===== src/rtl/tlb_op_ctrl_pkg.sv =====
// Shared types and widths for the TLB-management op sequencer.
package tlb_op_ctrl_pkg;

    localparam int unsigned Vpn2Width     = 19;
    localparam int unsigned AsidWidth     = 8;
    localparam int unsigned TlbNumDefault = 16;

    typedef enum logic [2:0] {
        StIdle    = 3'd0,
        StPSrch   = 3'd1,
        StPDone   = 3'd2,
        StRRead   = 3'd3,
        StWWrite  = 3'd4,
        StRefetch = 3'd5
    } tlb_op_state_e;

    // States in which the op has not yet reached its retire cycle.
    function automatic logic op_holds_wb(input tlb_op_state_e st);
        return (st == StPSrch) || (st == StRRead) || (st == StWWrite);
    endfunction

endpackage


===== src/rtl/tlb_search_mux.sv =====
// Data-side TLB search port select: tlbp probe owns the port in P_SRCH, EX lookups otherwise.
module tlb_search_mux
    import tlb_op_ctrl_pkg::*;
(
    input  logic                 probe_active,
    input  logic [Vpn2Width-1:0] probe_vpn2,
    input  logic [AsidWidth-1:0] probe_asid,
    input  logic                 es_lookup_req,
    input  logic [Vpn2Width-1:0] es_vpn2,
    input  logic                 es_odd_page,
    input  logic [AsidWidth-1:0] cp0_entryhi_asid,
    output logic [Vpn2Width-1:0] s1_vpn2,
    output logic                 s1_odd_page,
    output logic [AsidWidth-1:0] s1_asid,
    output logic                 es_lookup_grant,
    output logic                 es_tlb_stall
);

    always_comb begin
        s1_vpn2         = es_vpn2;
        s1_odd_page     = es_odd_page;
        s1_asid         = cp0_entryhi_asid;
        es_lookup_grant = es_lookup_req;
        if (probe_active) begin
            // Probe matches on the VPN2 pair, so the odd-page select is irrelevant.
            s1_vpn2         = probe_vpn2;
            s1_odd_page     = 1'b0;
            s1_asid         = probe_asid;
            es_lookup_grant = 1'b0;
        end
        es_tlb_stall = es_lookup_req && !es_lookup_grant;
    end

endmodule


===== src/rtl/tlb_op_ctrl.sv =====
// Sequences tlbp/tlbr/tlbwi committed in WB against the shared TLB and arbitrates its search port.
module tlb_op_ctrl
    import tlb_op_ctrl_pkg::*;
#(
    parameter int unsigned TLBNUM = TlbNumDefault,
    parameter int unsigned IDXW   = $clog2(TLBNUM)
) (
    input  logic                 clk,
    input  logic                 reset,
    input  logic                 ws_tlbp_req,
    input  logic                 ws_tlbr_req,
    input  logic                 ws_tlbwi_req,
    input  logic                 ws_reflush,
    input  logic [Vpn2Width-1:0] cp0_entryhi_vpn2,
    input  logic [AsidWidth-1:0] cp0_entryhi_asid,
    input  logic [IDXW-1:0]      cp0_index,
    input  logic                 es_lookup_req,
    input  logic [Vpn2Width-1:0] es_vpn2,
    input  logic                 es_odd_page,
    output logic [Vpn2Width-1:0] s1_vpn2,
    output logic                 s1_odd_page,
    output logic [AsidWidth-1:0] s1_asid,
    input  logic                 s1_found,
    input  logic [IDXW-1:0]      s1_index,
    output logic                 tlb_we,
    output logic [IDXW-1:0]      tlb_w_index,
    output logic [IDXW-1:0]      tlb_r_index,
    output logic                 es_lookup_grant,
    output logic                 es_tlb_stall,
    output logic                 ws_op_stall,
    output logic                 tlbp_done,
    output logic                 tlbp_found,
    output logic [IDXW-1:0]      tlbp_index,
    output logic                 tlbr_done,
    output logic                 refetch_req
);

    tlb_op_state_e        state_q;
    logic [Vpn2Width-1:0] probe_vpn2_q;
    logic [AsidWidth-1:0] probe_asid_q;
    logic                 tlbp_found_q;
    logic [IDXW-1:0]      tlbp_index_q;
    logic                 any_req;
    logic                 accept;

    assign any_req = ws_tlbp_req || ws_tlbr_req || ws_tlbwi_req;
    // A request arriving with a flush belongs to a cancelled instruction.
    assign accept  = (state_q == StIdle) && any_req && !ws_reflush;

    always_ff @(posedge clk) begin
        if (reset) begin
            state_q      <= StIdle;
            probe_vpn2_q <= '0;
            probe_asid_q <= '0;
            tlbp_found_q <= 1'b0;
            tlbp_index_q <= '0;
        end else if ((state_q != StIdle) && ws_reflush) begin
            state_q <= StIdle;
        end else begin
            case (state_q)
                StIdle: begin
                    if (accept) begin
                        if (ws_tlbwi_req) begin
                            state_q <= StWWrite;
                        end else if (ws_tlbr_req) begin
                            state_q <= StRRead;
                        end else begin
                            state_q      <= StPSrch;
                            probe_vpn2_q <= cp0_entryhi_vpn2;
                            probe_asid_q <= cp0_entryhi_asid;
                        end
                    end
                end
                StPSrch: begin
                    tlbp_found_q <= s1_found;
                    tlbp_index_q <= s1_index;
                    state_q      <= StPDone;
                end
                StPDone:   state_q <= StIdle;
                StRRead:   state_q <= StRefetch;
                StWWrite:  state_q <= StRefetch;
                StRefetch: state_q <= StIdle;
                default:   state_q <= StIdle;
            endcase
        end
    end

    always_comb begin
        ws_op_stall = !ws_reflush && (accept || op_holds_wb(state_q));
        tlbp_done   = !ws_reflush && (state_q == StPDone);
        tlbr_done   = !ws_reflush && (state_q == StRRead);
        refetch_req = !ws_reflush && (state_q == StRefetch);
        // Once in W_WRITE the write commits even if WB is being flushed.
        tlb_we      = (state_q == StWWrite);
        tlb_w_index = cp0_index;
        tlb_r_index = cp0_index;
    end

    assign tlbp_found = tlbp_found_q;
    assign tlbp_index = tlbp_index_q;

    tlb_search_mux u_search_mux (
        .probe_active     (state_q == StPSrch),
        .probe_vpn2       (probe_vpn2_q),
        .probe_asid       (probe_asid_q),
        .es_lookup_req    (es_lookup_req),
        .es_vpn2          (es_vpn2),
        .es_odd_page      (es_odd_page),
        .cp0_entryhi_asid (cp0_entryhi_asid),
        .s1_vpn2          (s1_vpn2),
        .s1_odd_page      (s1_odd_page),
        .s1_asid          (s1_asid),
        .es_lookup_grant  (es_lookup_grant),
        .es_tlb_stall     (es_tlb_stall)
    );

endmodule


===== config.mk =====
export PLATFORM = sky130hd
export DESIGN_NAME = tlb_op_ctrl
export DESIGN_NICKNAME = d
export VERILOG_FILES = /design/src/rtl/tlb_op_ctrl_pkg.sv /design/src/rtl/tlb_search_mux.sv /design/src/rtl/tlb_op_ctrl.sv
export SDC_FILE = /design/constraint.sdc
export NUM_CORES = 1
export LEC_CHECK = 0
export BUFFER_PORTS_ARGS = -buffer_cell sky130_fd_sc_hd__buf_2
export CAP_MARGIN = 10
export CORE_UTILIZATION = 25
export DETAILED_ROUTE_END_ITERATION = 10
export PLACE_DENSITY = 0.63
export SLEW_MARGIN = 40
export SYNTH_ARGS = -nofsm -noshare
export SYNTH_HDL_FRONTEND = slang
export SYNTH_SLANG_ARGS = --single-unit

===== constraint.sdc =====
create_clock -name clk -period 1.28 [get_ports clk]
set_clock_uncertainty 0.05 [all_clocks]
set_input_delay 0.064 -clock clk [delete_from_list [all_inputs] [get_ports clk]]
set_output_delay 0.064 -clock clk [all_outputs]
set_load 0.05 [all_outputs]

==> impl_metrics.env <==
export IMPL_gp_congestion=0.653
export IMPL_hold_depth=3
export IMPL_drc_errors=0
export IMPL_core_area_sq_um=7810
export IMPL_clock_latency_ns=0.27
export IMPL_p_int_mw=2.04
export IMPL_power_total_mw=2.97
export IMPL_worst_setup_path_end_kind="output pin"
export IMPL_min_to="probe_asid_q[7]"
export IMPL_ios=111
export IMPL_use_met1_pct=15.2
export IMPL_area_growth_pct=79.6
export IMPL_rsz0062_at_grt="true"
export IMPL_drive_above_1_share_pct=53.2
export IMPL_row_count=32
export IMPL_seq_area_frac_synth_pct=34.2
export IMPL_final_nets=402
export IMPL_yosysTopAreaCell="dfxtp_1"
export IMPL_period_share_pct=137
export IMPL_hold_viol=0
export IMPL_syn_num_nets=265
export IMPL_required_ns=1.17
export IMPL_numPortBuffers=98
export IMPL_power_frac_clock_pct=25.7
export IMPL_reg2reg_depth=7
export IMPL_chipWidth_microns=92.5
export IMPL_antenna_found_initial=0
export IMPL_drt_wl_total_mm=5.96
export IMPL_grt_util_all_layers_pct=13.5
export IMPL_max_slew_worst_pin_slew_ns=0.276
export IMPL_synth_cells=202
export IMPL_fin_crit_ns=1.75
export IMPL_place_hpwl_mm=3.31
export IMPL_power_frac_seq_pct=37.9
export IMPL_violations="negative setup slack"
export IMPL_dr_pass1_iters=4
export IMPL_yosysWarnings=0
export IMPL_vias_per_cell=4.32
export IMPL_syn_avg_cell_area_sq_um=10.1
export IMPL_reg2reg_from="state_q[2]"
export IMPL_cts_buffers=5
export IMPL_grt_pass1_wl_mm=9.04
export IMPL_overflow=0
export IMPL_layout_setup_ws_ns=-0.471
export IMPL_maxCapViolCount=0
export IMPL_worst_hold_slack_ns=0.0118
export IMPL_wl_per_cell_microns=13.5
export IMPL_finalSetupViolations=68
export IMPL_cellLeakagePower_nw=1.58
export IMPL_ys_seq_elements=35
export IMPL_path_class="reg2out"
export IMPL_initial_core_util_pct=26.2
export IMPL_grt_pass1_vias=1989
export IMPL_cts_buffer_depth=2
export IMPL_grtUsageMet3_pct=2.96
export IMPL_synth_area_top_cells="dfxtp_1, nand2b_1, mux2i_1"
export IMPL_cts_sinks=35
export IMPL_final_cell_mix="buf_2, nand2b_1, buf_6"
export IMPL_tritoncts="done"
export IMPL_arrival_ns=1.64
export IMPL_drt_initial_drc_count=22
export IMPL_grt_use_met2_pct=25.5
export IMPL_maxSlewHeadroom_pct=81.5
export IMPL_synth_top_cell_area_share_pct=34.2
export IMPL_ys_types=27
export IMPL_max_vdd_ir_drop_v=0.000366
export IMPL_p_sw_mw=0.931
export IMPL_power_frac_comb_pct=36.4
export IMPL_r2r_slack_ns=-0.27
export IMPL_clk_pin_slew_ns=0.07
export IMPL_grt_max_degree=38
export IMPL_slew_violations=0
export IMPL_hp_class="in2reg"
export IMPL_die_height_microns=92.5
export IMPL_power_density_nw_per_um2=807
export IMPL_layout_commonest_cell="buf_2"
export IMPL_worstSetupStartpointType="register"
export IMPL_grt_most_used_layer="met2"
export IMPL_r2r_end="tlbp_index[2]"
export IMPL_p_sw_share_pct=31.4
export IMPL_h_tree_depth=2
export IMPL_synthesis_area_sq_um=2050
export IMPL_die_area_sq_um=8550
export IMPL_fmax_mhz=571
export IMPL_hold_start="cp0_entryhi_asid[7]"
export IMPL_status="complete, but fails checks"
export IMPL_postRouteAntennaNets=0
export IMPL_num_vias=1910
export IMPL_cts_root_buf="clkbuf_8"
export IMPL_critPathMaxFanout=7
export IMPL_diodes=0
==> per-stage QoR <==
stage               setup slack (ns)  util (%)  instance area, sq um  setup TNS [ns]  cells
floorplan                     -0.290         -                  2200           -4.39    202
global placement              -0.184      35.6                  2780           -7.47    393
detailed placement            -0.227      35.6                  2780           -9.02    393
CTS                           -0.503      45.9                  3590          -21.17    441
global route                  -0.555      47.1                  3680          -25.31    442
finish                        -0.471      47.1                  3680          -20.02    442
==> synth_stat cells <==
library cell,instances
o211ai_1,1
nor2_2,1
nor2_1,9
and2_1,1
and3_1,1
or4_1,1
a211oi_1,1
buf_12,3
nor3b_2,1
dfxtp_1,35
mux2_1,27
a311oi_1,1
buf_4,12
a21oi_1,2
nor4bb_1,1
inv_1,2
nor4b_4,1
clkbuf_1,6
o21ai_0,1
nand3b_1,1
mux2i_1,32
and4_4,1
buf_2,1
nand2b_1,55
o41ai_1,1
nand2_1,2
nor2b_1,2
==> power groups by stage <==
stage / sequential, mW / combinational, mW / clock (mW)
global route: 1.13 / 1.14 / 0.855
detailed placement: 1.15 / 0.786 / 0
global placement: 1.15 / 0.775 / 0
finish: 1.13 / 1.08 / 0.762
floorplan: 1.16 / 0.634 / 0
CTS: 1.13 / 1.03 / 0.799
==> critical path, stage by stage, from the launching register on <==
cell       delay [ns]
dfxtp_4          0.35
nor3b_4          0.23
buf_6            0.16
clkbuf_16        0.16
mux2_4           0.31
buf_8            0.15
==> per-layer routing <==
layer	routed length [microns]	vias up
li1	-	947
met1	2470	894
met2	3150	62
met3	288	7
met4	55	0
met5	0	-
==> timing repair <==
action / CTS / global route
gates resized for setup: 83 / 39
buffers inserted: 11 / 6
pin swaps: 8 / 12
hold buffers: 25 / 0
cloned: 4 / 1
endpoints found under the setup margin: 67 / 70
hold endpoints to repair: 25 / 0
==> layout make-up <==
cell class	count	area (sq um)
Inverter	2	7.51
Sequential cell	35	709
Fill cell	716	4130
Clock buffer	7	76.3
Tap cell	102	128
Clock inverter	1	5.00
Timing Repair Buffer	152	1390
Multi-Input combinational cell	143	1360
==> how the worst max path moves through the flow <==
| stage | cells after the start | end | from |
|---|---|---|---|
| after floorplan | 2 | refetch_req | state_q[2] |
| after global placement | 4 | s1_asid[2] | state_q[2] |
| after detailed placement | 4 | s1_asid[7] | state_q[2] |
| after CTS | 6 | s1_vpn2[8] | state_q[1] |
| after global routing | 5 | s1_vpn2[6] | state_q[2] |
| final | 5 | s1_vpn2[6] | state_q[2] |
==> kinds of logic after synthesis <==
group / share of synthesized area [%]
flops: 34.2
mux: 30.5
simple gates: 23.9
buf+inv: 9.05
compound gates: 2.32
==> registers in the layout, indices dropped and copies added, names as in the netlist <==
name,flops
state_q,3
tlbp_index,4
probe_asid_q,8
probe_vpn2_q,19
tlbp_found,1
Power figures use the tool's default switching activity.
